`src/rtl/ts_pkg.sv`:
```
// Shared definitions for the TS slot arbiter: FSM encoding and frame constants.
package ts_pkg;

    typedef enum logic [2:0] {
        S_IDLE,
        S_HDR,
        S_MARK,
        S_PASS,
        S_GRANT,
        S_ERR
    } state_t;

    localparam logic [7:0] FRAME_HEAD = 8'hFF;
    localparam logic [7:0] FRAME_FREE = 8'hEE;
    localparam int         FRAME_LEN  = 10;
    localparam int         PAY_LEN    = 7;

endpackage

```
`src/rtl/rr_pick.sv`:
```
// Combinational round-robin picker: first eligible channel after last_grant, wrapping.
module rr_pick #(
    parameter int N_CH  = 4,
    parameter int IDX_W = 2
) (
    input  logic [N_CH-1:0]  elig,
    input  logic [IDX_W-1:0] last_grant,
    output logic [IDX_W-1:0] grant,
    output logic             valid
);

    logic [IDX_W-1:0] idx;

    // Walk from the farthest candidate to the nearest so the nearest hit wins.
    always_comb begin
        grant = '0;
        valid = 1'b0;
        idx   = '0;
        for (int i = N_CH; i >= 1; i--) begin
            idx = IDX_W'((int'(last_grant) + i) % N_CH);
            if (elig[idx]) begin
                grant = idx;
                valid = 1'b1;
            end
        end
    end

endmodule

```
`src/rtl/ts_slot_arbiter.sv`:
```
// Watches TS frames for free-slot markers and grants the payload slot to one
// channel FIFO, round-robin among channels holding a full payload.
module ts_slot_arbiter #(
    parameter int WORD_SIZE = 8,
    parameter int N_CH      = 4,
    parameter int FRAME_LEN = ts_pkg::FRAME_LEN,
    parameter int PAY_LEN   = ts_pkg::PAY_LEN,
    parameter int LVL_W     = 5
) (
    input  logic                      CLK,
    input  logic                      RESET,
    input  logic                      SYNC,
    input  logic [WORD_SIZE-1:0]      TS_IN,
    input  logic [N_CH*LVL_W-1:0]     LVL,
    output logic [N_CH-1:0]           RDREQ,
    output logic [$clog2(N_CH)-1:0]   SEL,
    output logic                      INSERT,
    output logic                      ERR,
    output logic                      BUSY
);

    import ts_pkg::*;

    localparam int IDX_W = $clog2(N_CH);
    localparam int CNT_W = $clog2(FRAME_LEN);

    state_t           state_q, state_d;
    logic [CNT_W-1:0] cnt_q, cnt_d;
    logic [N_CH-1:0]  rdreq_q, rdreq_d;
    logic             insert_q, insert_d;
    logic             err_q, err_d;
    logic [IDX_W-1:0] sel_q, sel_d;
    logic [IDX_W-1:0] last_q, last_d;
    logic [N_CH-1:0]  elig;
    logic [IDX_W-1:0] pick;
    logic             pick_vld;
    logic             head_ok;
    logic             last_word;
    logic             sync_accept;

    assign head_ok     = (TS_IN == WORD_SIZE'(FRAME_HEAD));
    assign last_word   = (cnt_q == CNT_W'(FRAME_LEN - 1));
    assign sync_accept = (state_q == S_IDLE) && SYNC && head_ok;

    always_comb begin
        elig = '0;
        for (int k = 0; k < N_CH; k++) begin
            elig[k] = (LVL[k*LVL_W +: LVL_W] >= LVL_W'(PAY_LEN));
        end
    end

    rr_pick #(
        .N_CH  (N_CH),
        .IDX_W (IDX_W)
    ) u_rr_pick (
        .elig       (elig),
        .last_grant (last_q),
        .grant      (pick),
        .valid      (pick_vld)
    );

    always_comb begin
        state_d  = state_q;
        cnt_d    = cnt_q;
        rdreq_d  = rdreq_q;
        insert_d = insert_q;
        sel_d    = sel_q;
        last_d   = last_q;
        err_d    = 1'b0;
        case (state_q)
            S_IDLE: begin
                cnt_d = '0;
                if (SYNC && head_ok) begin
                    state_d = S_HDR;
                    cnt_d   = CNT_W'(1);
                end else if (SYNC) begin
                    state_d = S_ERR;
                    err_d   = 1'b1;
                end
            end
            S_HDR: begin
                state_d = S_MARK;
                cnt_d   = cnt_q + CNT_W'(1);
            end
            S_MARK: begin
                cnt_d = cnt_q + CNT_W'(1);
                if (TS_IN == WORD_SIZE'(FRAME_FREE) && pick_vld) begin
                    state_d  = S_GRANT;
                    rdreq_d  = N_CH'(1) << pick;
                    insert_d = 1'b1;
                    sel_d    = pick;
                    last_d   = pick;
                end else begin
                    state_d = S_PASS;
                end
            end
            S_PASS, S_GRANT: begin
                if (last_word) begin
                    state_d  = S_IDLE;
                    cnt_d    = '0;
                    rdreq_d  = '0;
                    insert_d = 1'b0;
                end else begin
                    cnt_d = cnt_q + CNT_W'(1);
                end
            end
            default: begin
                state_d = S_IDLE;
                cnt_d   = '0;
            end
        endcase
    end

    always_ff @(posedge CLK or posedge RESET) begin
        if (RESET) begin
            state_q  <= S_IDLE;
            cnt_q    <= '0;
            rdreq_q  <= '0;
            insert_q <= 1'b0;
            err_q    <= 1'b0;
            sel_q    <= '0;
            last_q   <= IDX_W'(N_CH - 1);
        end else begin
            state_q  <= state_d;
            cnt_q    <= cnt_d;
            rdreq_q  <= rdreq_d;
            insert_q <= insert_d;
            err_q    <= err_d;
            sel_q    <= sel_d;
            last_q   <= last_d;
        end
    end

    assign RDREQ  = rdreq_q;
    assign INSERT = insert_q;
    assign ERR    = err_q;
    assign SEL    = sel_q;
    // BUSY already covers the header word itself, so it spans all FRAME_LEN words.
    assign BUSY   = ((state_q != S_IDLE) && (state_q != S_ERR)) || (sync_accept && !RESET);

endmodule
```
`config.mk`:
```
export PLATFORM = sky130hd
export DESIGN_NAME = ts_slot_arbiter
export DESIGN_NICKNAME = d
export VERILOG_FILES = /design/src/rtl/ts_pkg.sv /design/src/rtl/rr_pick.sv /design/src/rtl/ts_slot_arbiter.sv
export SDC_FILE = /design/constraint.sdc
export NUM_CORES = 1
export LEC_CHECK = 0
export ABC_AREA = 0
export BUFFER_PORTS_ARGS = -buffer_cell sky130_fd_sc_hd__clkbuf_2
export CORE_ASPECT_RATIO = 0.9
export CORE_MARGIN = 1
export CORE_UTILIZATION = 34
export DETAILED_ROUTE_END_ITERATION = 16
export GPL_TIMING_DRIVEN = 0
export PLACE_DENSITY = 0.7
export SETUP_SLACK_MARGIN = 0.2
export SLEW_MARGIN = 10
export SYNTH_ARGS = -nofsm -noshare
export SYNTH_HDL_FRONTEND = slang
export SYNTH_SLANG_ARGS = --single-unit
```
`constraint.sdc`:
```
create_clock -name CLK -period 3.8 [get_ports CLK]
set_clock_uncertainty 0.1 [all_clocks]
set_input_delay 0.19 -clock CLK [delete_from_list [all_inputs] [get_ports CLK]]
set_output_delay 0.19 -clock CLK [all_outputs]
set_load 0.1 [all_outputs]
```
Word-level counts from Yosys, hierarchy flattened
Cells that the tools add are included.
{"block": "word_totals", "n_memories": 0, "romBits": 0, "latchBits": 0, "ramBits": 0, "ff_bits": 17, "word_cells": 81}
{"block": "classes", "reduce_logical": 16, "magnitude_cmp": 8, "shift": 1, "eq_ne": 11, "bitwise": 0, "n_div": 0, "add_sub_neg": 5, "n_mux": 33, "multipliers": 0}
{"cell": "5-bit by 3-bit >= comparator with 1-bit output (second input constant)", "count": 4}
{"cell": "8-bit equality test (second input constant)", "count": 2}
{"cell": "1-bit two-way mux", "count": 14}
{"cell": "2-bit by 3-bit less-than comparator with 1-bit output (second input constant)", "count": 4}
{"cell": "3-bit two-way mux", "count": 4}
{"cell": "4-bit two-way mux", "count": 3}
{"cell": "3-bit one-hot mux with 4 select lines", "count": 1}
{"cell": "4-bit one-hot mux with 3 select lines", "count": 1}
{"cell": "1-bit binary-select mux with 2-bit select", "count": 4}
{"cell": "2-bit two-way mux", "count": 4}
{"cell": "4-bit one-hot mux with 2 select lines", "count": 1}
{"cell": "3-bit by 2-bit equality test with 1-bit output (second input constant)", "count": 2}
{"cell": "1-bit logical AND", "count": 6}
{"cell": "2-bit by 1-bit adder with 2-bit output (second input constant)", "count": 2}
{"cell": "2-bit adder (second input constant)", "count": 2}
{"cell": "4-bit by 1-bit adder with 4-bit output (second input constant)", "count": 1}
{"cell": "4-bit equality test (second input constant)", "count": 1}
{"cell": "2-bit != test (second input constant)", "count": 2}
{"cell": "2-bit AND reduction", "count": 2}
{"cell": "2-bit OR reduction", "count": 2}
{"cell": "1-bit by 2-bit << shifter with 4-bit output (first input constant)", "count": 1}
{"cell": "3-bit by 1-bit equality test with 1-bit output (second input constant)", "count": 1}
{"cell": "3-bit equality test (second input constant)", "count": 1}
{"cell": "3-bit zero test", "count": 1}
{"cell": "other kinds (8)", "count": 8}

Logic depth before layout (Yosys ltp)
Gate-level depths: netlist of the first run.
{"block": "logic_depth", "ltp_word": 10, "ltp_mapped": 6, "mapped_depth_nobuf": 6}

Cells and area by module
Synthesis of the first run repeated with hierarchy kept, for this count alone.
{"block": "hier_totals", "cells_unflattened": 102, "hier_area_um2": 977.2}
{"module": "ts_slot_arbiter", "area_each_um2": 885.8, "n_inst": 1, "cells_each": 88}
{"module": "rr_pick", "area_each_um2": 91.3, "n_inst": 1, "cells_each": 14}

Worst setup path before layout of the first run
OpenSTA, ideal clock, no wires.
{"block": "synth_timing", "kind": "reg2out", "start": "reg state_q[0]", "end": "out BUSY", "arrival_ps": 1407, "slack_ps": 2103, "required_ps": 3510, "n_path_buf": 1, "path_stages_with_launch": 5, "path_cell_list": "dfrtp_1 > clkbuf_1 > nor2_1 > o21ai_0 > a21o_1"}
{"block": "synth_between", "elab_chain_cells": 5, "word_cells_on_any_way": 8, "classes_between": "eq/ne (1); reduce/logical (7)"}
{"element": "from (decl)", "line": "ts_slot_arbiter.sv:27", "rtl": "state_t state_q, state_d;"}
{"element": "from (signal assigned)", "line": "ts_slot_arbiter.sv:124", "rtl": "state_q <= state_d;"}
{"element": "3-bit zero test", "line": "ts_slot_arbiter.sv:43", "rtl": "assign sync_accept = (state_q == S_IDLE) && SYNC && head_ok;"}
{"element": "1-bit logical AND (2 in series)", "line": "ts_slot_arbiter.sv:43"}
{"element": "1-bit logical AND", "line": "ts_slot_arbiter.sv:139", "rtl": "assign BUSY = ((state_q != S_IDLE) && (state_q != S_ERR)) || (sync_accept && !RESET);"}
{"element": "1-bit logical OR *", "line": "ts_slot_arbiter.sv:139"}
{"element": "to (decl)", "line": "ts_slot_arbiter.sv:19", "rtl": "output logic BUSY"}
Mark *: on every way between the ends. The rest lies on a longest branch, timed or not.

Worst setup path after layout of the first run
Same ends and word-level chain as after synthesis.

==> implementation parameters, run 1 <==
Parameter                              Value

Timing
  Period utilisation layout    a little over half
  Period minus WS final    between 2000 and 2500 ps
  Total setup violations reported at the end of the flow    0
  Crit path setup slack, layout    1800 ps
  Worst slew margin relative to its limit    a little under three fifths
  Hold violation total from the final report    0
  Top achievable clock speed    around 0.50 GHz
  Unrepaired setup endpoints after global routing    false
  Max-slew violation count    0
  Actual slew at the worst max-slew pin    647 ps
  Post-Route Setup TNS    0 ps

Floorplanning
  Height of the die    ~54 µm
  Core Box Area    ~2800 µm²
  Area of the die    ~3300 µm²
  Width of the chip    slightly above 60 µm
  Std cell rows    18
  I/O pin count    40
  Starting density of the core    between 30% and 40%

Setup path
  Arrival time worst endpoint    approximately 1700 ps
  Worst Path Class, Setup    reg -> out
  Required time at the worst-slack endpoint    ~3500 ps
  Largest fanout on the critical path    10
  Kind of start point of the critical path    flop
  Critical path capture point type    output port

Finish
  Number of nets in the layout    roughly 180
  Area added between synthesis and finish    27.2%
  Area of all sequential standard cells    about 430 µm²
  Proportion of layout cells with a drive suffix above 1    33.1%
  Count of antenna diodes in the layout    0
  Most frequent cells in the layout    clkbuf_2, dfrtp_1, nor2_1, nand2_1, o31ai_1
  Area of the multi-input gates    591 µm²
  Fill count    ~270
  Final standard cell count with taps included and fillers excluded    around 190
  Most common cell after layout, fill and taps aside    clkbuf_2

Power
  Power per unit of standard cell area    between 500 and 600 nW/µm²
  Combinational share of power    about 53%
  Clock share of power    13.4%
  Net Sw Power    between 0.0003 and 0.0004 W
  Leakage component of the power    between 0.6 and 0.7 nW
  Net switching share of the total power    46.7%
  Peak supply drop    around 0.00022 V
  Sequential share of power    34.1%
  Cell Int Power    0.000385 W

Synthesis
  Syn. warnings    0
  Cell count after synthesis    roughly 100
  Number of distinct library cell variants in the gate-level netlist after synthesis    41
  Total nets after synthesis    ~130
  Share of synthesized flip-flops with an asynchronous set or reset    100%
  Post-synthesis sequential element count    17
  Mean cell area of the mapped netlist    between 10 and 15 µm²
  Portion of the post-synthesis area used by sequential elements    about two fifths
  Most frequently used flop master after synthesis    dfrtp_1
  Number of enable-type register cells in the synthesized netlist    0
  Netlist area before placement    approximately 1000 µm²

Clock tree
  Num CTS Buffers    3
  Source-to-sink clock delay at the later pin of the worst-skew pair    ~300 ps
  CTS tree    built
  Buffer count from post-CTS setup fixing    0
  Register clock-pin slew on the reported worst setup and hold paths    roughly 100 ps
  Maximum buffer depth of the clock tree    2
  Clk Tree Root Cell    clkbuf_4
  H-tree depth reported by CTS    1
  Clock Sink Count    17

Placement
  Post-placement cell count    180
  Placer Congestion    0.724
  Setup slack at placement    about 1900 ps
  HPWL after detailed placement    approximately 1900 µm
  Count of buffers inserted at the top-level ports    39

Routing
  Drt via density    5.36
  Wirelength per Cell    ~12 µm
  Routed Antenna Nets    0
  Via count of the routed design    about 990
  Total routed wirelength    2250 µm
  First-pass iteration count of the detailed router    4
  First-iteration detailed-routing DRC count    12
  DRC    0

GRT
  Initial antenna violation count    0
  Pin count of the biggest net entering global routing    18
  Grt peak-use layer    met2
  Wire length of the first global-routing pass    3560 µm
  Global Route Usage Sum    roughly 15%
  Total grt overflow    0
  Via count of the first global-routing pass    844
  Global-route met2 utilization    24.5%
  Met3 Usage GRT    under 10%
  Met1 Use GR    between 10% and 20%

Hold path
  Min-delay worst type    in -> reg

Job
  Max-cap viol count    0

Status
  Outcome    completed
## critical path, stage by stage (launching register included)
cell and delay [ps]:
dfrtp_1 350, clkbuf_1 310, nor2_1 80, o21ai_0 80, a21o_1 130, clkbuf_2 450
## cells by family (layout without fill, tap and decap cells)
group | Yosys count | in the layout | synth area share [%]
AO/OA/AOI/OAI | 35 | 35 | 27.4
AND/OR/NAND/NOR | 35 | 35 | 20.9
flip-flops | 17 | 17 | 41.1
buffers and inverters | 6 | 50 | 2.16
multiplexers | 4 | 4 | 4.33
adder cells (fa/ha/maj) | 2 | 2 | 2.40
XOR/XNOR | 2 | 2 | 1.68
## power by group through the flow
stage,registers (W),clock network (W),logic [W]
after CTS,0.000246,0.000102,0.000379
after floorplan,0.000310,0,0.000240
after global placement,0.000247,0,0.000368
after global routing,0.000252,0.000110,0.000412
after detailed placement,0.000250,0,0.000378
final,0.000246,0.0000966,0.000380
## sequential cells by signal, indices dropped and copies added, names as in the netlist
name     count
cnt_q        4
last_q       2
ERR          1
state_q      3
INSERT       1
RDREQ        4
SEL          2
## layout make-up
type	instances	area share, %
Sequential cell	17	32.3
Timing Repair Buffer	40	15.5
Buffer	3	0.851
Tap cell	40	3.78
Clock buffer	3	1.70
Clock inverter	1	0.378
Inverter	3	0.851
Multi-Input combinational cell	78	44.6
## layer usage
metal | share of wire [%] | vias up
met5 | 0 | -
met4 | 1.3 | 0
li1 | - | 491
met2 | 50 | 14
met3 | 2.4 | 5
met1 | 46 | 481
## what timing repair did
action | in CTS | in global routing
gates resized for setup | 0 | 0
hold buffers | 1 | 0
endpoints found under the hold margin | 15 | 0
## cell usage after synthesis, drive strengths merged, types with 2 or more instances
cell type	instances	area, µm²
dfstp	2	52.6
a311oi	4	35.0
nor2	7	26.3
inv	3	11.3
o21ai	2	10.0
nand2b	2	12.5
nand3b	2	15.0
ha	2	25.0
o311ai	4	35.0
a311o	4	40.0
nor3b	2	15.0
nand2	6	22.5
or3	2	12.5
a21oi	3	15.0
nand3	2	10.0
and2	2	12.5
nor3	2	15.0
mux2	4	45.0
and3b	2	17.5
a2bb2oi	2	17.5
dfrtp	15	375
a211oi	2	15.0
o31ai	6	45.0
clkbuf	3	11.3
## per-stage QoR
stage	cell area (µm²)	util, %	total power [W]	hold WS [ps]
after floorplan	1040	-	0.000550	14.6
after global placement	1290	45.7	0.000615	198
after detailed placement	1290	45.7	0.000628	212
after CTS	1320	47.0	0.000727	2.66
after global routing	1320	47.0	0.000773	22.1
final	1320	47.0	0.000722	12.0
## final timing paths
path	from	to	slack (ps)	cells past startpoint
setup / recovery	state_q[0]$_DFFE_PP0P_	BUSY	1800	5
hold / removal	SYNC	ERR$_DFF_PP0_	10	3
setup reg to reg	state_q[1]$_DFFE_PP0P_	RDREQ[1]$_DFFE_PP0P_	1900	5
hold reg to reg	SEL[1]$_DFFE_PP0P_	SEL[1]$_DFFE_PP0P_	400	1
max in group asynchronous	RESET	cnt_q[3]$_DFF_PP0_	2760	3
min in group asynchronous	RESET	cnt_q[0]$_DFF_PP0_	410	3
Power figures use the tool's default switching activity.
==> run 2: changes to the inputs <==
ABC_AREA = 1   (was 0)
PLACE_DENSITY = 0.71   (was 0.7)
clock period = 1.74 ns   (was 3.8 ns; I/O delays follow)
==> implementation parameters, run 2 <==
Parameter                              Value

Status
  Outcome    completed

GRT
  Initial antenna violation count    0 (unchanged)
  Via count of the first global-routing pass    1163 (+38%)
  Global Route Usage Sum    16.5% (+1.6 points)
  Wire length of the first global-routing pass    4750 µm (+33%)
  Pin count of the biggest net entering global routing    18 (unchanged)
  Total grt overflow    0 (unchanged)

Finish
  Number of nets in the layout    240 (+34%)
  Fill count    283 (+5.6%)
  Final core area utilization    56.9% (+9.9 points)
  Area added between synthesis and finish    55.7%
  Most frequent cells in the layout    clkbuf_2, nand2_1, dfrtp_1, nand3_1
  Count of antenna diodes in the layout    0 (unchanged)
  Proportion of layout cells with a drive suffix above 1    56.3% (+23 points)
  Most common cell after layout, fill and taps aside    clkbuf_2

Job
  Max-cap viol count    0 (unchanged)

Synthesis
  Post-synthesis sequential element count    17 (unchanged)
  Netlist area before placement    1150 µm² (+10%)
  Share of Yosys cell area claimed by the top area cell type    32.7% (-3.3 points)
  Cell count after synthesis    150 (+49%)
  Cell taking the most area after synthesis    dfrtp_1
  Syn. warnings    0 (unchanged)
  Portion of the post-synthesis area used by sequential elements    37.3% (-3.8 points)
  Most frequently used flop master after synthesis    dfrtp_1
  Commonest cells post-synth    nand2_1, nand3_1, dfrtp_1, inv_1, nor2_1
  Number of distinct library cell variants in the gate-level netlist after synthesis    29 (-29%)
  Number of enable-type register cells in the synthesized netlist    0 (unchanged)
  Mean cell area of the mapped netlist    7.65 µm² (-26%)
  Share of synthesized flip-flops with an asynchronous set or reset    100% (unchanged)
  Leading cell type by number of instances after synthesis    nand2_1
  Total nets after synthesis    183 (+37%)
  Cells taking the most area after synthesis    dfrtp_1, nand2_1, nand3_1

Routing
  First-pass iteration count of the detailed router    4 (unchanged)
  Via count of the routed design    1199 (+21%)
  DRC    0 (unchanged)
  Total routed wirelength    2950 µm (+31%)
  First-iteration detailed-routing DRC count    40 (+28)
  Drt via density    4.83 (-9.7%)
  Routed Antenna Nets    0 (unchanged)
  Wirelength per Cell    11.9 µm (-2.2%)

Floorplanning
  Width of the chip    63.2 µm (+4.8%)
  Core Box Area    3140 µm² (+11%)
  Height of the die    57.1 µm (+4.8%)
  Area of the die    3610 µm² (+9.9%)
  Starting density of the core    36.6% (-0.41 points)
  I/O pin count    40 (unchanged)
  Std cell rows    19 (+1)

Placement
  Setup slack at placement    -53.4 ps (-1930 ps)
  HPWL after detailed placement    1880 µm (+1.3%)
  Placer Congestion    0.836 (+15%)
  Count of buffers inserted at the top-level ports    39 (unchanged)

Timing
  Crit path setup slack, layout    23.7 ps (-1780 ps)
  Post-Route Setup TNS    0 ps (unchanged)
  Max-slew violation count    0 (unchanged)
  Hold violation total from the final report    0 (unchanged)
  Total setup violations reported at the end of the flow    0 (unchanged)
  Period minus WS final    between 1500 and 2000 ps
  Worst slew margin relative to its limit    57.2% (+0.34 points)
  Unrepaired setup endpoints after global routing    true
  Actual slew at the worst max-slew pin    642 ps (-5.13 ps)
  Top achievable clock speed    roughly 0.58 GHz
  Period utilisation layout    ~100%

Clock tree
  Maximum buffer depth of the clock tree    2 (unchanged)
  Register clock-pin slew on the reported worst setup and hold paths    70 ps (-30 ps)
  Source-to-sink clock delay at the later pin of the worst-skew pair    260 ps (-40 ps)
  CTS tree    built
  Num CTS Buffers    3 (unchanged)
  H-tree depth reported by CTS    1 (unchanged)
  Clk Tree Root Cell    clkbuf_8
  Clock Sink Count    17 (unchanged)

Power
  Peak supply drop    0.000926 V (+320%)
  Leakage component of the power    0.901 nW (+46%)
  Power per unit of standard cell area    1230 nW/µm² (+120%)

Setup path
  Kind of start point of the critical path    flop
  Worst Path Class, Setup    reg -> reg
  Largest fanout on the critical path    8 (-2)
  Critical path capture point type    flop
  Arrival time worst endpoint    1750 ps (+40 ps)
  Required time at the worst-slack endpoint    1780 ps (-1730 ps)

Hold path
  Min-delay worst type    in -> reg
==> run 2: changes by cell type in the layout (fill, tap and decap cells not counted), moves of 8 or more <==
cell     delta
nand2_4     +8
nand2_1    +28
nand3_2    +11
nand3_1    +10
nand2_2    +11
buf_4      +11
==> run 2: report_power, final <==
group	internal, W	switching [W]
clock network	0.000159	0.000133
registers	0.000482	0.0000913
logic	0.000495	0.000831
==> run 2: metrics by stage <==
step                total power [W]  instances  cell area (µm²)  hold slack [ps]
floorplan                   0.00127        150             1190            -88.4
global placement            0.00143        231             1440              113
detailed placement          0.00144        231             1440              118
CTS                         0.00192        244             1640             75.7
global route                0.00232        248             1790              120
finish                      0.00219        248             1790             93.3
==> run 2: worst max-delay path, stage by stage, from the launching register on <==
cell and delay, ps:
dfstp_2 550, buf_12 150, nand3_2 100, nand2_4 100, nand2_4 70, o211ai_1 280
buf_4 190, nand2_1 50
==> run 2: logic make-up (layout without fill, tap and decap cells) <==
logic type / after synthesis / after routing / synth area share, %
simple gates: 100 / 100 / 44.5
buf+inv: 15 / 71 / 6.22
xor+xnor: 3 / 3 / 2.95
fa+ha+maj: 2 / 2 / 2.18
flops: 17 / 17 / 37.3
compound gates: 13 / 13 / 6.87
==> run 2: layout make-up <==
type / count / area (µm²) / share of cell area (%)
Clock inverter: 1 / 5.00 / 0.280
Sequential cell: 17 / 429 / 24.0
Multi-Input combinational cell: 118 / 858 / 48.0
Buffer: 1 / 20.0 / 1.12
Timing Repair Buffer: 52 / 318 / 17.8
Inverter: 14 / 62.6 / 3.50
Tap cell: 42 / 52.6 / 2.94
Clock buffer: 3 / 41.3 / 2.31
==> run 2: routing by layer <==
layer | vias to the layer above | share of wire [%] | track usage (%)
met4 | 0 | 0 | 2.60
li1 | 605 | - | -
met5 | - | 0 | 0
met3 | 0 | 3.4 | 3.80
met1 | 571 | 49 | 21.0
met2 | 23 | 48 | 29.2
==> run 2: worst paths after layout <==
kind                                       startpoint                      to  slack [ps]  depth (start not counted)
worst max-delay path            last_q[0]$_DFFE_PP1P_      INSERT$_DFFE_PP0P_          20                          7
worst min-delay path                         TS_IN[0]           ERR$_DFF_PP0_          90                          4
worst max register to register  last_q[0]$_DFFE_PP1P_      INSERT$_DFFE_PP0P_          20                          7
worst min register to register   RDREQ[0]$_DFFE_PP0P_    RDREQ[0]$_DFFE_PP0P_         390                          2
max in group asynchronous                       RESET  state_q[2]$_DFFE_PP0P_         700                          3
min in group asynchronous                       RESET           ERR$_DFF_PP0_         390                          3
==> run 2: repair_timing <==
| item | CTS | global route |
|---|---|---|
| setup buffers | 7 | 4 |
| pin swaps | 19 | 17 |
| endpoints found under the setup margin | 12 | 17 |
| hold buffers | 2 | 0 |
| resized for setup | 18 | 31 |
| hold endpoints to repair | 16 | 0 |
==> run 3: changes to the inputs <==
REMOVE_ABC_BUFFERS = 1   (was unset)
==> implementation parameters, run 3 (synthesis results as in run 2) <==
Parameter                              Value

Power
  Post-layout power    0.00203 W (-7.5%)
  Power per unit of standard cell area    1110 nW/µm² (-9.6%)
  Leakage component of the power    0.940 nW (+4.3%)
  Peak supply drop    0.000569 V (-39%)

Floorplanning
  Starting density of the core    36.6% (unchanged)
  I/O pin count    40 (unchanged)
  Width of the chip    63.2 µm (unchanged)
  Height of the die    57.1 µm (unchanged)
  Area of the die    3610 µm² (unchanged)
  Core Box Area    3140 µm² (unchanged)
  Std cell rows    19 (unchanged)

GRT
  Via count of the first global-routing pass    1253 (+7.7%)
  Wire length of the first global-routing pass    5010 µm (+5.5%)
  Initial antenna violation count    0 (unchanged)
  Pin count of the biggest net entering global routing    18 (unchanged)
  Total grt overflow    0 (unchanged)
  Global Route Usage Sum    17.5% (+1.0 points)

Clock tree
  Num CTS Buffers    3 (unchanged)
  Source-to-sink clock delay at the later pin of the worst-skew pair    250 ps (about the same)
  Register clock-pin slew on the reported worst setup and hold paths    70 ps (about the same)
  H-tree depth reported by CTS    1 (unchanged)
  Clk Tree Root Cell    clkbuf_8
  Maximum buffer depth of the clock tree    2 (unchanged)
  CTS tree    built
  Clock Sink Count    17 (unchanged)

Setup path
  Kind of start point of the critical path    flop
  Worst Path Class, Setup    reg -> reg
  Arrival time worst endpoint    1790 ps (+40 ps)
  Critical path capture point type    flop
  Largest fanout on the critical path    6 (-2)
  Required time at the worst-slack endpoint    1790 ps (about the same)

Finish
  Area added between synthesis and finish    59.3%
  Final standard cell count with taps included and fillers excluded    256 (+3.2%)
  Post-route design area    1830 µm² (+2.3%)
  Count of antenna diodes in the layout    0 (unchanged)
  Most frequent cells in the layout    clkbuf_2, nand2_1, buf_4, dfrtp_1, nand3_1
  Most common cell after layout, fill and taps aside    clkbuf_2
  Proportion of layout cells with a drive suffix above 1    53.3% (-3.0 points)
  Number of nets in the layout    248 (+3.3%)

Routing
  DRC    0 (unchanged)
  First-iteration detailed-routing DRC count    26 (-35%)
  Routed Antenna Nets    0 (unchanged)
  Via count of the routed design    1236 (+3.1%)
  Wirelength per Cell    12.4 µm (+4.6%)
  First-pass iteration count of the detailed router    5 (+1)
  Drt via density    4.83 (-0.14%)
  Total routed wirelength    3180 µm (+8.0%)

Placement
  Count of buffers inserted at the top-level ports    39 (unchanged)
  Post-placement cell count    230 (-0.43%)
  Placer Congestion    0.820 (-1.8%)
  Instance area at placement    1380 µm² (-3.6%)
  HPWL after detailed placement    1900 µm (+1.4%)

Timing
  Hold violation total from the final report    0 (unchanged)
  Crit path setup slack, layout    -1.92 ps (-25.6 ps)
  Unrepaired setup endpoints after global routing    true
  Top achievable clock speed    0.574 GHz (-1.5%)
  Worst slew margin relative to its limit    56.7% (-0.44 points)
  Period minus WS final    1740 ps (+25.6 ps)
  Max-slew violation count    0 (unchanged)
  Period utilisation layout    100% (+1.5 points)
  Total setup violations reported at the end of the flow    1 (+1)
  Post-Route Hold Slack    66.2 ps (-27.1 ps)
  Actual slew at the worst max-slew pin    648 ps (+6.55 ps)

Hold path
  Min-delay worst type    in -> reg

Status
  Outcome    finished, violations left
  Violated checks    negative setup slack

Job
  Max-cap viol count    0 (unchanged)
## run 3: cell count changes in the layout (fill, tap and decap cells not counted), sizes merged
| cell | previous run | this run |
|---|---|---|
| clkinv | 1 | 0 |
| buf | 12 | 21 |
## run 3: metal layers
layer	GRT usage [%]	share of wire, %	vias to the layer above
li1	-	-	619
met1	18.1	39	593
met2	36.1	57	22
met3	3.80	3.2	2
met4	2.92	0.82	0
met5	0	0	-
## run 3: report_power, final
group | switching (W) | internal, W
clock | 0.000133 | 0.000162
combinational | 0.000763 | 0.000426
sequential | 0.0000622 | 0.000480
total | 0.000958 | 0.00107
## run 3: worst paths after layout
path / cells past startpoint / from / to / slack [ps]
worst max-delay path: 11 / last_q[0]$_DFFE_PP1P_ / SEL[0]$_DFFE_PP0P_ / -2
worst min-delay path: 4 / TS_IN[0] / ERR$_DFF_PP0_ / 70
worst max register to register: 11 / last_q[0]$_DFFE_PP1P_ / SEL[0]$_DFFE_PP0P_ / -2
worst min register to register: 2 / SEL[1]$_DFFE_PP0P_ / SEL[1]$_DFFE_PP0P_ / 380
max in group asynchronous: 3 / RESET / SEL[1]$_DFFE_PP0P_ / 750
min in group asynchronous: 3 / RESET / cnt_q[2]$_DFF_PP0_ / 370
## run 3: worst max-delay path, cell delays in order, from the launching register on
cell and delay, ps:
dfstp_2 560, buf_12 150, xor2_4 190, inv_2 80, nand2_2 70, nand2_2 60, nand2_4 80, nand2_2 60
nand2_2 90, nand2_4 70, nand2_2 80, nand2_2 40
## run 3: final cells by class
cell class / count / area, µm²
clock buffers: 4 / 45.0
multi-input cells: 118 / 830
fillers: 287 / 1310
inverters: 14 / 60.1
flip-flops and latches: 17 / 428
repair buffers: 61 / 413
well taps: 42 / 52.6
## run 3: what timing repair did
item,4_1_cts,5_1_grt
pin swaps,11,12
setup buffers,18,2
hold buffers,2,0
endpoints found under the hold margin,16,0
resized for setup,26,22
setup endpoints to repair,13,17
## run 3: per-stage QoR
step                      setup slack [ps]  TNS (ps)  util (%)
after floorplan                      -1380     -1380         -
after global placement               -80.6     -87.3      44.1
after detailed placement             -89.6      -113      44.1
after CTS                             40.6         0      54.5
after global routing                 -81.2      -509      58.3
final                                -1.92     -1.92      58.3
